## src/rtl/claw_seq_ctrl_if.sv

```systemverilog
// Signal bundle between the claw sequencer and its surroundings: front-end
// strobes and end-stops in, axis/claw drive and status out.
interface claw_seq_ctrl_if #(
    parameter int unsigned N_AXIS = 2
);
    logic                  coin_pulse;
    logic                  cmd_valid;
    logic [N_AXIS-1:0]     cmd_pos;
    logic [N_AXIS-1:0]     cmd_neg;
    logic                  cmd_grab;
    logic [N_AXIS-1:0]     limit_pos;
    logic [N_AXIS-1:0]     limit_neg;
    logic [2*N_AXIS-1:0]   axis_dir;
    logic [1:0]            claw_z;
    logic                  claw_close;
    logic [3:0]            credits;
    logic [2:0]            state_o;
    logic                  round_done;

    modport master (
        output coin_pulse, cmd_valid, cmd_pos, cmd_neg, cmd_grab,
        output limit_pos, limit_neg,
        input  axis_dir, claw_z, claw_close, credits, state_o, round_done
    );

    modport slave (
        input  coin_pulse, cmd_valid, cmd_pos, cmd_neg, cmd_grab,
        input  limit_pos, limit_neg,
        output axis_dir, claw_z, claw_close, credits, state_o, round_done
    );
endinterface

```

## src/rtl/claw_seq_ctrl.sv

```systemverilog
// Claw machine round sequencer: credit banking, timed jog play on N_AXIS
// gantry axes with end-stop gating, then a fixed drop / grip / raise cycle.
//
//   state | meaning
//   IDLE  | waiting for a banked credit, all motion stopped
//   PLAY  | player jogs axes until grab request or play timeout
//   DROP  | claw lowering, gripper open
//   HOLD  | claw at bottom, gripper closed
//   RAISE | claw rising, gripper closed
//   DONE  | single-cycle end-of-round pulse
module claw_seq_ctrl #(
    parameter int unsigned N_AXIS       = 2,
    parameter int unsigned JOG_CYCLES   = 10_000_000,
    parameter int unsigned DROP_CYCLES  = 75_000_000,
    parameter int unsigned HOLD_CYCLES  = 125_000_000,
    parameter int unsigned RAISE_CYCLES = 75_000_000,
    parameter int unsigned PLAY_TIMEOUT = 1_000_000_000,
    parameter int unsigned MAX_CREDIT   = 9
) (
    input  logic           clk,
    input  logic           reset,
    claw_seq_ctrl_if.slave bus
);
    typedef enum logic [2:0] {
        S_IDLE  = 3'd0,
        S_PLAY  = 3'd1,
        S_DROP  = 3'd2,
        S_HOLD  = 3'd3,
        S_RAISE = 3'd4,
        S_DONE  = 3'd5
    } state_t;

    localparam int unsigned     JW         = $clog2(JOG_CYCLES + 1);
    localparam logic [JW-1:0]   JOG_LOAD   = JW'(JOG_CYCLES);
    localparam logic [31:0]     PLAY_LAST  = 32'(PLAY_TIMEOUT - 1);
    localparam logic [31:0]     DROP_LAST  = 32'(DROP_CYCLES - 1);
    localparam logic [31:0]     HOLD_LAST  = 32'(HOLD_CYCLES - 1);
    localparam logic [31:0]     RAISE_LAST = 32'(RAISE_CYCLES - 1);
    localparam logic [3:0]      CRED_MAX   = 4'(MAX_CREDIT);

    state_t                       state_q, state_d;
    logic [3:0]                   credits_q, credits_d;
    logic [31:0]                  play_timer_q, play_timer_d;
    logic [31:0]                  phase_q, phase_d;
    logic [2*N_AXIS-1:0]          dir_q, dir_d;
    logic [N_AXIS-1:0][JW-1:0]    jog_cnt_q, jog_cnt_d;
    logic [1:0]                   claw_z_q, claw_z_d;
    logic                         claw_close_q, claw_close_d;
    logic                         round_done_q, round_done_d;

    logic                         consume;
    logic [N_AXIS-1:0]            blocked;
    logic [2*N_AXIS-1:0]          axis_dir_gated;

    // An axis driving into its own asserted end-stop is blocked.
    always_comb begin
        blocked = '0;
        for (int i = 0; i < N_AXIS; i++) begin
            blocked[i] = (dir_q[2*i+1] & bus.limit_pos[i]) |
                         (dir_q[2*i]   & bus.limit_neg[i]);
        end
    end

    always_comb begin
        axis_dir_gated = '0;
        for (int i = 0; i < N_AXIS; i++) begin
            axis_dir_gated[2*i +: 2] = blocked[i] ? 2'b00 : dir_q[2*i +: 2];
        end
    end

    // Next state, timers and credits.
    always_comb begin
        state_d = state_q;
        consume = (state_q == S_IDLE) && (credits_q != 4'd0);

        case (state_q)
            S_IDLE:  if (consume) state_d = S_PLAY;
            S_PLAY:  if (bus.cmd_grab || (play_timer_q == PLAY_LAST)) state_d = S_DROP;
            S_DROP:  if (phase_q == DROP_LAST)  state_d = S_HOLD;
            S_HOLD:  if (phase_q == HOLD_LAST)  state_d = S_RAISE;
            S_RAISE: if (phase_q == RAISE_LAST) state_d = S_DONE;
            S_DONE:  state_d = S_IDLE;
            default: state_d = S_IDLE;
        endcase

        phase_d      = (state_d != state_q) ? 32'd0 : phase_q + 32'd1;
        play_timer_d = (state_q == S_PLAY && state_d == S_PLAY) ? play_timer_q + 32'd1 : 32'd0;

        // A coin landing on the consumption edge cancels out, even when saturated.
        credits_d = credits_q;
        if (bus.coin_pulse && !consume) begin
            if (credits_q < CRED_MAX) credits_d = credits_q + 4'd1;
        end else if (!bus.coin_pulse && consume) begin
            credits_d = credits_q - 4'd1;
        end
    end

    // Per-axis jog direction and run-length counters.
    always_comb begin
        dir_d     = dir_q;
        jog_cnt_d = jog_cnt_q;

        for (int i = 0; i < N_AXIS; i++) begin
            if (jog_cnt_q[i] != '0) jog_cnt_d[i] = jog_cnt_q[i] - 1'b1;
            if (blocked[i])         jog_cnt_d[i] = '0;

            if (bus.cmd_valid) begin
                case ({bus.cmd_pos[i], bus.cmd_neg[i]})
                    2'b10: begin
                        if (!bus.limit_pos[i]) begin
                            dir_d[2*i +: 2] = 2'b10;
                            jog_cnt_d[i]    = JOG_LOAD;
                        end
                    end
                    2'b01: begin
                        if (!bus.limit_neg[i]) begin
                            dir_d[2*i +: 2] = 2'b01;
                            jog_cnt_d[i]    = JOG_LOAD;
                        end
                    end
                    2'b11:   jog_cnt_d[i] = '0;
                    default: ;
                endcase
            end

            if (jog_cnt_d[i] == '0) dir_d[2*i +: 2] = 2'b00;
        end

        // Jogging exists only while staying in PLAY; grab or timeout wins over commands.
        if (state_q != S_PLAY || state_d != S_PLAY) begin
            dir_d     = '0;
            jog_cnt_d = '0;
        end
    end

    // Claw outputs are registered against the state being entered.
    always_comb begin
        claw_z_d     = 2'b00;
        claw_close_d = 1'b0;
        round_done_d = 1'b0;
        case (state_d)
            S_DROP:  claw_z_d = 2'b01;
            S_HOLD:  claw_close_d = 1'b1;
            S_RAISE: begin
                claw_z_d     = 2'b10;
                claw_close_d = 1'b1;
            end
            S_DONE:  round_done_d = 1'b1;
            default: ;
        endcase
    end

    always_ff @(posedge clk) begin
        if (reset) begin
            state_q      <= S_IDLE;
            credits_q    <= 4'd0;
            play_timer_q <= 32'd0;
            phase_q      <= 32'd0;
            dir_q        <= '0;
            jog_cnt_q    <= '0;
            claw_z_q     <= 2'b00;
            claw_close_q <= 1'b0;
            round_done_q <= 1'b0;
        end else begin
            state_q      <= state_d;
            credits_q    <= credits_d;
            play_timer_q <= play_timer_d;
            phase_q      <= phase_d;
            dir_q        <= dir_d;
            jog_cnt_q    <= jog_cnt_d;
            claw_z_q     <= claw_z_d;
            claw_close_q <= claw_close_d;
            round_done_q <= round_done_d;
        end
    end

    assign bus.axis_dir   = axis_dir_gated;
    assign bus.claw_z     = claw_z_q;
    assign bus.claw_close = claw_close_q;
    assign bus.credits    = credits_q;
    assign bus.state_o    = state_q;
    assign bus.round_done = round_done_q;
endmodule
```

## src/flat_wrapper.sv

```systemverilog
// flat-port wrapper written by rule: the top's interface ports become plain ports
module claw_seq_ctrl_flat 
#(
    parameter int unsigned N_AXIS       = 2,
    parameter int unsigned JOG_CYCLES   = 10_000_000,
    parameter int unsigned DROP_CYCLES  = 75_000_000,
    parameter int unsigned HOLD_CYCLES  = 125_000_000,
    parameter int unsigned RAISE_CYCLES = 75_000_000,
    parameter int unsigned PLAY_TIMEOUT = 1_000_000_000,
    parameter int unsigned MAX_CREDIT   = 9
)
  (clk, reset, bus_coin_pulse, bus_cmd_valid, bus_cmd_pos, bus_cmd_neg, bus_cmd_grab, bus_limit_pos, bus_limit_neg, bus_axis_dir, bus_claw_z, bus_claw_close, bus_credits, bus_state_o, bus_round_done);
  claw_seq_ctrl_if #(.N_AXIS(N_AXIS)) bus_i ();
  input  logic clk;
  input  logic reset;
  input wire logic [$bits(bus_i.coin_pulse)-1:0] bus_coin_pulse;
  input wire logic [$bits(bus_i.cmd_valid)-1:0] bus_cmd_valid;
  input wire logic [$bits(bus_i.cmd_pos)-1:0] bus_cmd_pos;
  input wire logic [$bits(bus_i.cmd_neg)-1:0] bus_cmd_neg;
  input wire logic [$bits(bus_i.cmd_grab)-1:0] bus_cmd_grab;
  input wire logic [$bits(bus_i.limit_pos)-1:0] bus_limit_pos;
  input wire logic [$bits(bus_i.limit_neg)-1:0] bus_limit_neg;
  output wire logic [$bits(bus_i.axis_dir)-1:0] bus_axis_dir;
  output wire logic [$bits(bus_i.claw_z)-1:0] bus_claw_z;
  output wire logic [$bits(bus_i.claw_close)-1:0] bus_claw_close;
  output wire logic [$bits(bus_i.credits)-1:0] bus_credits;
  output wire logic [$bits(bus_i.state_o)-1:0] bus_state_o;
  output wire logic [$bits(bus_i.round_done)-1:0] bus_round_done;
  assign bus_i.coin_pulse = bus_coin_pulse;
  assign bus_i.cmd_valid = bus_cmd_valid;
  assign bus_i.cmd_pos = bus_cmd_pos;
  assign bus_i.cmd_neg = bus_cmd_neg;
  assign bus_i.cmd_grab = bus_cmd_grab;
  assign bus_i.limit_pos = bus_limit_pos;
  assign bus_i.limit_neg = bus_limit_neg;
  assign bus_axis_dir = bus_i.axis_dir;
  assign bus_claw_z = bus_i.claw_z;
  assign bus_claw_close = bus_i.claw_close;
  assign bus_credits = bus_i.credits;
  assign bus_state_o = bus_i.state_o;
  assign bus_round_done = bus_i.round_done;
  claw_seq_ctrl #(.N_AXIS(N_AXIS), .JOG_CYCLES(JOG_CYCLES), .DROP_CYCLES(DROP_CYCLES), .HOLD_CYCLES(HOLD_CYCLES), .RAISE_CYCLES(RAISE_CYCLES), .PLAY_TIMEOUT(PLAY_TIMEOUT), .MAX_CREDIT(MAX_CREDIT)) u_core (.clk(clk), .reset(reset), .bus(bus_i));
endmodule
```

## config.mk

```make
export PLATFORM = sky130hd
export DESIGN_NAME = claw_seq_ctrl_flat
export DESIGN_NICKNAME = d
export VERILOG_FILES = /design/src/rtl/claw_seq_ctrl_if.sv /design/src/rtl/claw_seq_ctrl.sv /design/src/flat_wrapper.sv
export SDC_FILE = /design/constraint.sdc
export NUM_CORES = 1
export LEC_CHECK = 0
export BUFFER_PORTS_ARGS = -buffer_cell sky130_fd_sc_hd__buf_2
export CAP_MARGIN = 20
export CORE_MARGIN = 10
export CORE_UTILIZATION = 50
export CTS_CLUSTER_DIAMETER = 30
export DETAILED_ROUTE_END_ITERATION = 10
export PLACE_DENSITY = 0.69
export SETUP_SLACK_MARGIN = 0.5
export SLEW_MARGIN = 0
export SYNTH_ARGS = -nofsm -noshare
export SYNTH_HDL_FRONTEND = slang
export SYNTH_SLANG_ARGS = --single-unit
```

## constraint.sdc

```tcl
create_clock -name clk -period 3.6 [get_ports clk]
set_clock_uncertainty 0.2 [all_clocks]
set_input_delay 0.36 -clock clk [delete_from_list [all_inputs] [get_ports clk]]
set_output_delay 0.36 -clock clk [all_outputs]
set_load 0.005 [all_outputs]
```

# Word-level counts from Yosys, hierarchy flattened
# Cells that the tools add are included.
[word_totals]
regBits = 127
in_bits = 13
output_inout_bits = 15
word_cells = 109
[op_classes]
addsub = 6
n_lt_le_gt_ge = 1
eq_ne = 26
n_mux = 32
n_bitwise = 7
n_reduce_logical = 26
[ops]
columns = ["op", "count"]
rows = [
  ["two-way mux 24 bit", 10],
  ["one-hot mux 24 bit (3 select lines)", 2],
  ["adder 32 x 1 -> 32 bit (second input constant)", 2],
  ["== test 32 x 27 -> 1 bit (second input constant)", 2],
  ["logical NOT 24 bit", 2],
  ["nonzero test 24 bit", 2],
  ["subtractor 24 x 1 -> 24 bit (second input constant)", 2],
  ["== test 32 x 30 -> 1 bit (second input constant)", 1],
  ["two-way mux 3 bit", 5],
  ["one-hot mux 3 bit (5 select lines)", 1],
  ["== test 3 x 2 -> 1 bit (second input constant)", 4],
  ["two-way mux 2 bit", 6],
  ["two-way mux 4 bit", 3],
  ["one-hot mux 2 bit (2 select lines)", 3],
  ["!= test 2 bit (second input constant)", 5],
  ["== test 3 bit (second input constant)", 3],
  ["== test 2 bit (second input constant)", 4],
  ["AND reduction 4 bit", 2],
  ["OR reduction 2 bit", 4],
  ["== test 3 x 1 -> 1 bit (second input constant)", 2],
  ["!= test 3 x 1 -> 1 bit (second input constant)", 2],
  ["nonzero test 2 bit", 3],
  ["OR reduction 3 bit", 2],
  ["adder 4 x 1 -> 4 bit (second input constant)", 1],
  ["14 further kinds", 25],
]

# Depth between registers and ports, before layout
[depth]
word_depth = 8
ltp_mapped = 11
ltp_nobuf = 10

# Worst setup path before layout
# OpenSTA, ideal clock, no wires.
[synth_path]
kind = "flip-flop to flip-flop"
from = "register u_core.jog_cnt_q[24] (netlist bit)"
to = "register u_core.dir_q[2]"
setup_time_ps = 129
arrival_ps = 2279
required_time_ps = 3271
setup_slack_ps = 992
stages_incl_launch_ff = 12
n_path_buf = 1
period_less_slack_ps = 2608
path_cell_list = "dfxtp_1 -> inv_1 -> ha_1 -> nor3b_1 -> and3_1 -> buf_2 -> nor4_1 -> xnor2_1 -> nand4_1 -> o41ai_1 -> nand4_1 -> nor3b_1"
[synth_via]
elab_chain_len = 8
[synth_lines]
columns = ["item", "line_no", "text"]
rows = [
  ["from (decl)", "claw_seq_ctrl.sv:46", "logic [N_AXIS-1:0][JW-1:0] jog_cnt_q, jog_cnt_d;"],
  ["from (signal assigned)", "claw_seq_ctrl.sv:170", "jog_cnt_q <= jog_cnt_d;"],
  ["subtractor 24 x 1 -> 24 bit / nonzero test 24 bit (equally long branches)", "claw_seq_ctrl.sv:104", "if (jog_cnt_q[i] != '0) jog_cnt_d[i] = jog_cnt_q[i] - 1'b1;"],
  ["two-way mux 24 bit *", "claw_seq_ctrl.sv:104", ""],
  ["two-way mux 24 bit *", "claw_seq_ctrl.sv:105", "if (blocked[i]) jog_cnt_d[i] = '0;"],
  ["two-way mux 24 bit, on equally long branches", "claw_seq_ctrl.sv:116, claw_seq_ctrl.sv:110", ""],
  ["one-hot mux 24 bit (3 select lines)", "claw_seq_ctrl.sv:108", "case ({bus.cmd_pos[i], bus.cmd_neg[i]})"],
  ["two-way mux 24 bit *", "claw_seq_ctrl.sv:107", "if (bus.cmd_valid) begin"],
  ["logical NOT 24 bit *", "claw_seq_ctrl.sv:126", "if (jog_cnt_d[i] == '0) dir_d[2*i +: 2] = 2'b00;"],
  ["OR reduction 3 bit (no source line) *", "-", ""],
  ["to (signal assigned)", "claw_seq_ctrl.sv:169", "dir_q <= dir_d;"],
  ["to (decl)", "claw_seq_ctrl.sv:45", "logic [2*N_AXIS-1:0] dir_q, dir_d;"],
]
# Every way passes the cells marked *; elsewhere a longest branch is shown, timed or not.
# A chain may end at the register's enable or synchronous reset.

# Worst setup path after layout
[layout_path]
from = "register u_core.jog_cnt_q[26] (netlist bit)"
to = "register u_core.dir_q[2]"
# Same word-level chain as after synthesis.

==> impl_metrics.ini <==
[logic_synthesis]
synthTopCellsByArea = dfxtp_1 (39%), nor2_1 (8.4%), xnor2_1 (7.3%)
ys_async_sr_fraction = 0
syn_area_sq_um = 6590
synth_edf_count = 0
synthDistinctLibCells = 72
synth_area_leader_cell = dfxtp_1
avgSynthCellArea_sq_um = 8.53
yosys_most_used_dff = dfxtp_1
synth.top_cell.area_share = 0.386
synth_seq_area_share = 0.386
postSynthCellCount = 772
syn_nets = 794
yosys_warnings = 0
synth_seq_cells = 127

[layout]
antennaDiodeCount = 0
final_nets = 818
drive_above_1_share = 0.118
final_area_sq_um = 7430
syn_to_final_growth_pct = 12.9
ff_latch_area_sq_um = 2540
fillers = 1106
multi_input_area_sq_um = 3860
final_util = 0.582

[floorplan]
design.die.area_sq_um = 18200
io-pin-count = 28
die_y_microns = 135
coreArea_sq_um = 12800
initial_core_util = 0.516
core.rowCount = 41
die_width_microns = 135

[power_and_ir_drop]
p_total_mw = 5.47
p_per_area_nw_per_um2 = 736
peakVddDrop_v = 0.000363
power_leakage_nw = 2.75

[global_routing]
grtUsageTotal = 0.159
grt_pass1_wl_microns = 24200
antenna_found_initial = 0
grt_max_degree = 36
overflow = 0
grt_pass1_vias = 5248

[timing]
drv_slew = 0
finalSetupViolCount = 0
fin_tns_setup_ns = 0
period_share = 0.786
hold-worst-slack_ns = 0.0289
tightest_slew_ns = 0.683
period_needed_ns = 2.83
fmax_mhz = 353
slew_headroom = 0.540
hold_violations = 0
rsz0062_at_grt = false

[clocking]
path_clk_slew_ns = 0.06
clock_path_buffers = 2
clock_sinks = 127
worst_skew_pair.late_latency_ns = 0.42
htree_num_levels = 4
cts_hold_buf = 0
cts_tree = built
cts_setup_buffers = 0
cts_buffers = 17
clock-root-buffer = clkbuf_16

[placement]
gp_congestion = 0.928
io_buffer_count = 27
postPlaceCellArea_sq_um = 6820
detailed_place_hpwl_microns = 9960

[min_path]
hold_path.class = in2reg

[flow_run]
drv_cap = 0

[critical_path]
start_kind = flop
worst-path-max-fanout = 9
crit_type = reg2reg
setup.worst_path.end_class = flop
crit_required_ns = 3.70
cp.arrival_ns = 2.93

[drt]
routed_wl_microns = 14100
drc = 0
wl_per_cell_microns = 14.4
first_iter_violations = 401
vias = 5451
viasPerCell = 5.57
firstDrtPassIters = 5
antenna_left = 0

[outcome]
status = finished clean
[per-layer routing]
| metal | vias up | routed length [microns] | global-route usage | part of all wire |
|---|---|---|---|---|
| met5 | - | 0 | 0 | 0 |
| met2 | 110 | 6550 | 0.254 | 0.46 |
| met3 | 20 | 684 | 0.0501 | 0.049 |
| met1 | 2571 | 6670 | 0.194 | 0.47 |
| li1 | 2750 | - | - | - |
| met4 | 0 | 194 | 0.0641 | 0.014 |
[worst max-delay path, cell delays in order, from the launching register on]
cell and delay (ns):
dfxtp_1 0.36, nor4_4 0.49, and4_1 0.49, and4_1 0.27, xnor2_1 0.16, nand4_1 0.12
o41ai_1 0.34, nand4_1 0.13, nor3b_1 0.16
[where the power goes]
group | total (mW) | switching, mW | internal (mW)
registers | 1.58 | 0.0998 | 1.48
logic | 2.15 | 1.22 | 0.931
clock network | 1.74 | 0.594 | 1.15
[final cells by class]
type / instances / share of cell area
Sequential cell: 127 / 0.342
Clock buffer: 23 / 0.0656
Multi-Input combinational cell: 603 / 0.519
Clock inverter: 6 / 0.0145
Tap cell: 172 / 0.0289
Inverter: 17 / 0.00858
Timing Repair Buffer: 30 / 0.0212
[state kept, by name, summed over array words and instances, names as in the netlist]
signal,count
u_core.phase_q,32
u_core.bus.credits,4
u_core.bus.claw_close,1
u_core.jog_cnt_q,48
u_core.dir_q,4
u_core.bus.round_done,1
u_core.bus.claw_z,2
u_core.bus.state_o,3
u_core.play_timer_q,32
[final timing paths]
path	startpoint	end	slack, ns	cells after the start
setup / recovery	u_core.jog_cnt_q[26]	u_core.dir_q[2]	0.77	8
hold / removal	bus_cmd_neg[0]	u_core.jog_cnt_q[15]	0.03	2
setup reg to reg	u_core.jog_cnt_q[26]	u_core.dir_q[2]	0.77	8
hold reg to reg	u_core.phase_q[0]	u_core.phase_q[0]	0.25	1
[what timing repair did]
| action | 4_1_cts | 5_1_grt |
|---|---|---|
| hold endpoints to repair | 0 | 0 |
| endpoints found under the setup margin | 0 | 2 |
| gates resized for setup | 0 | 3 |
[through the flow]
step,worst slack [ns],std cells
final,0.769,978
after detailed placement,0.764,949
after global placement,0.882,949
after floorplan,0.992,772
after global routing,0.499,978
after CTS,0.744,978
[synth_stat cells, drive strengths merged, types with 4 or more instances]
cell,instances
clkbuf,9
nand3,34
inv,17
nand4b,4
a211oi,11
o21a,5
nand2b,5
ha,8
and2,7
a22oi,4
nand3b,4
dfxtp,127
nor4,20
xnor2,55
o21ai,20
nand2,54
or4,11
o211ai,4
nor4b,5
or3,6
buf,16
xor2,47
nor2b,12
and4,10
nand4,24
a21oi,16
and3,12
nor2,153
nor3,26
nor3b,7
[cell families after synthesis]
| family | after synthesis | synth area share |
|---|---|---|
| mux | 3 | 0.00475 |
| compound gates | 89 | 0.0960 |
| flops | 127 | 0.386 |
| simple gates | 400 | 0.329 |
| xor+xnor | 102 | 0.136 |
| fa+ha+maj | 9 | 0.0182 |
| buf+inv | 42 | 0.0304 |
[layout by cell type, fill, tap and decap left out, types with 4 or more instances in the layout]
| cell type | n |
|---|---|
| nor2_1 | 147 |
| dfxtp_1 | 127 |
| xnor2_1 | 55 |
| nand2_1 | 53 |
| xor2_1 | 47 |
| nand3_1 | 33 |
| buf_2 | 27 |
| nor3_1 | 24 |
| nand4_1 | 23 |
| inv_1 | 17 |
| o21ai_0 | 17 |
| clkbuf_16 | 17 |
| a21oi_1 | 16 |
| nor4_1 | 12 |
| nor2b_1 | 12 |
| and3_1 | 11 |
| or4_1 | 10 |
| and4_1 | 9 |
| a211oi_1 | 8 |
| ha_1 | 8 |
| and2_1 | 7 |
| nor3b_1 | 6 |
| nor2_2 | 6 |
| or3_1 | 5 |
| o21a_1 | 5 |
| nor4_4 | 5 |
| nor4b_1 | 4 |
| nand3b_1 | 4 |
| o211ai_1 | 4 |
| clkbuf_8 | 4 |
(Power assumes the default switching activity.)
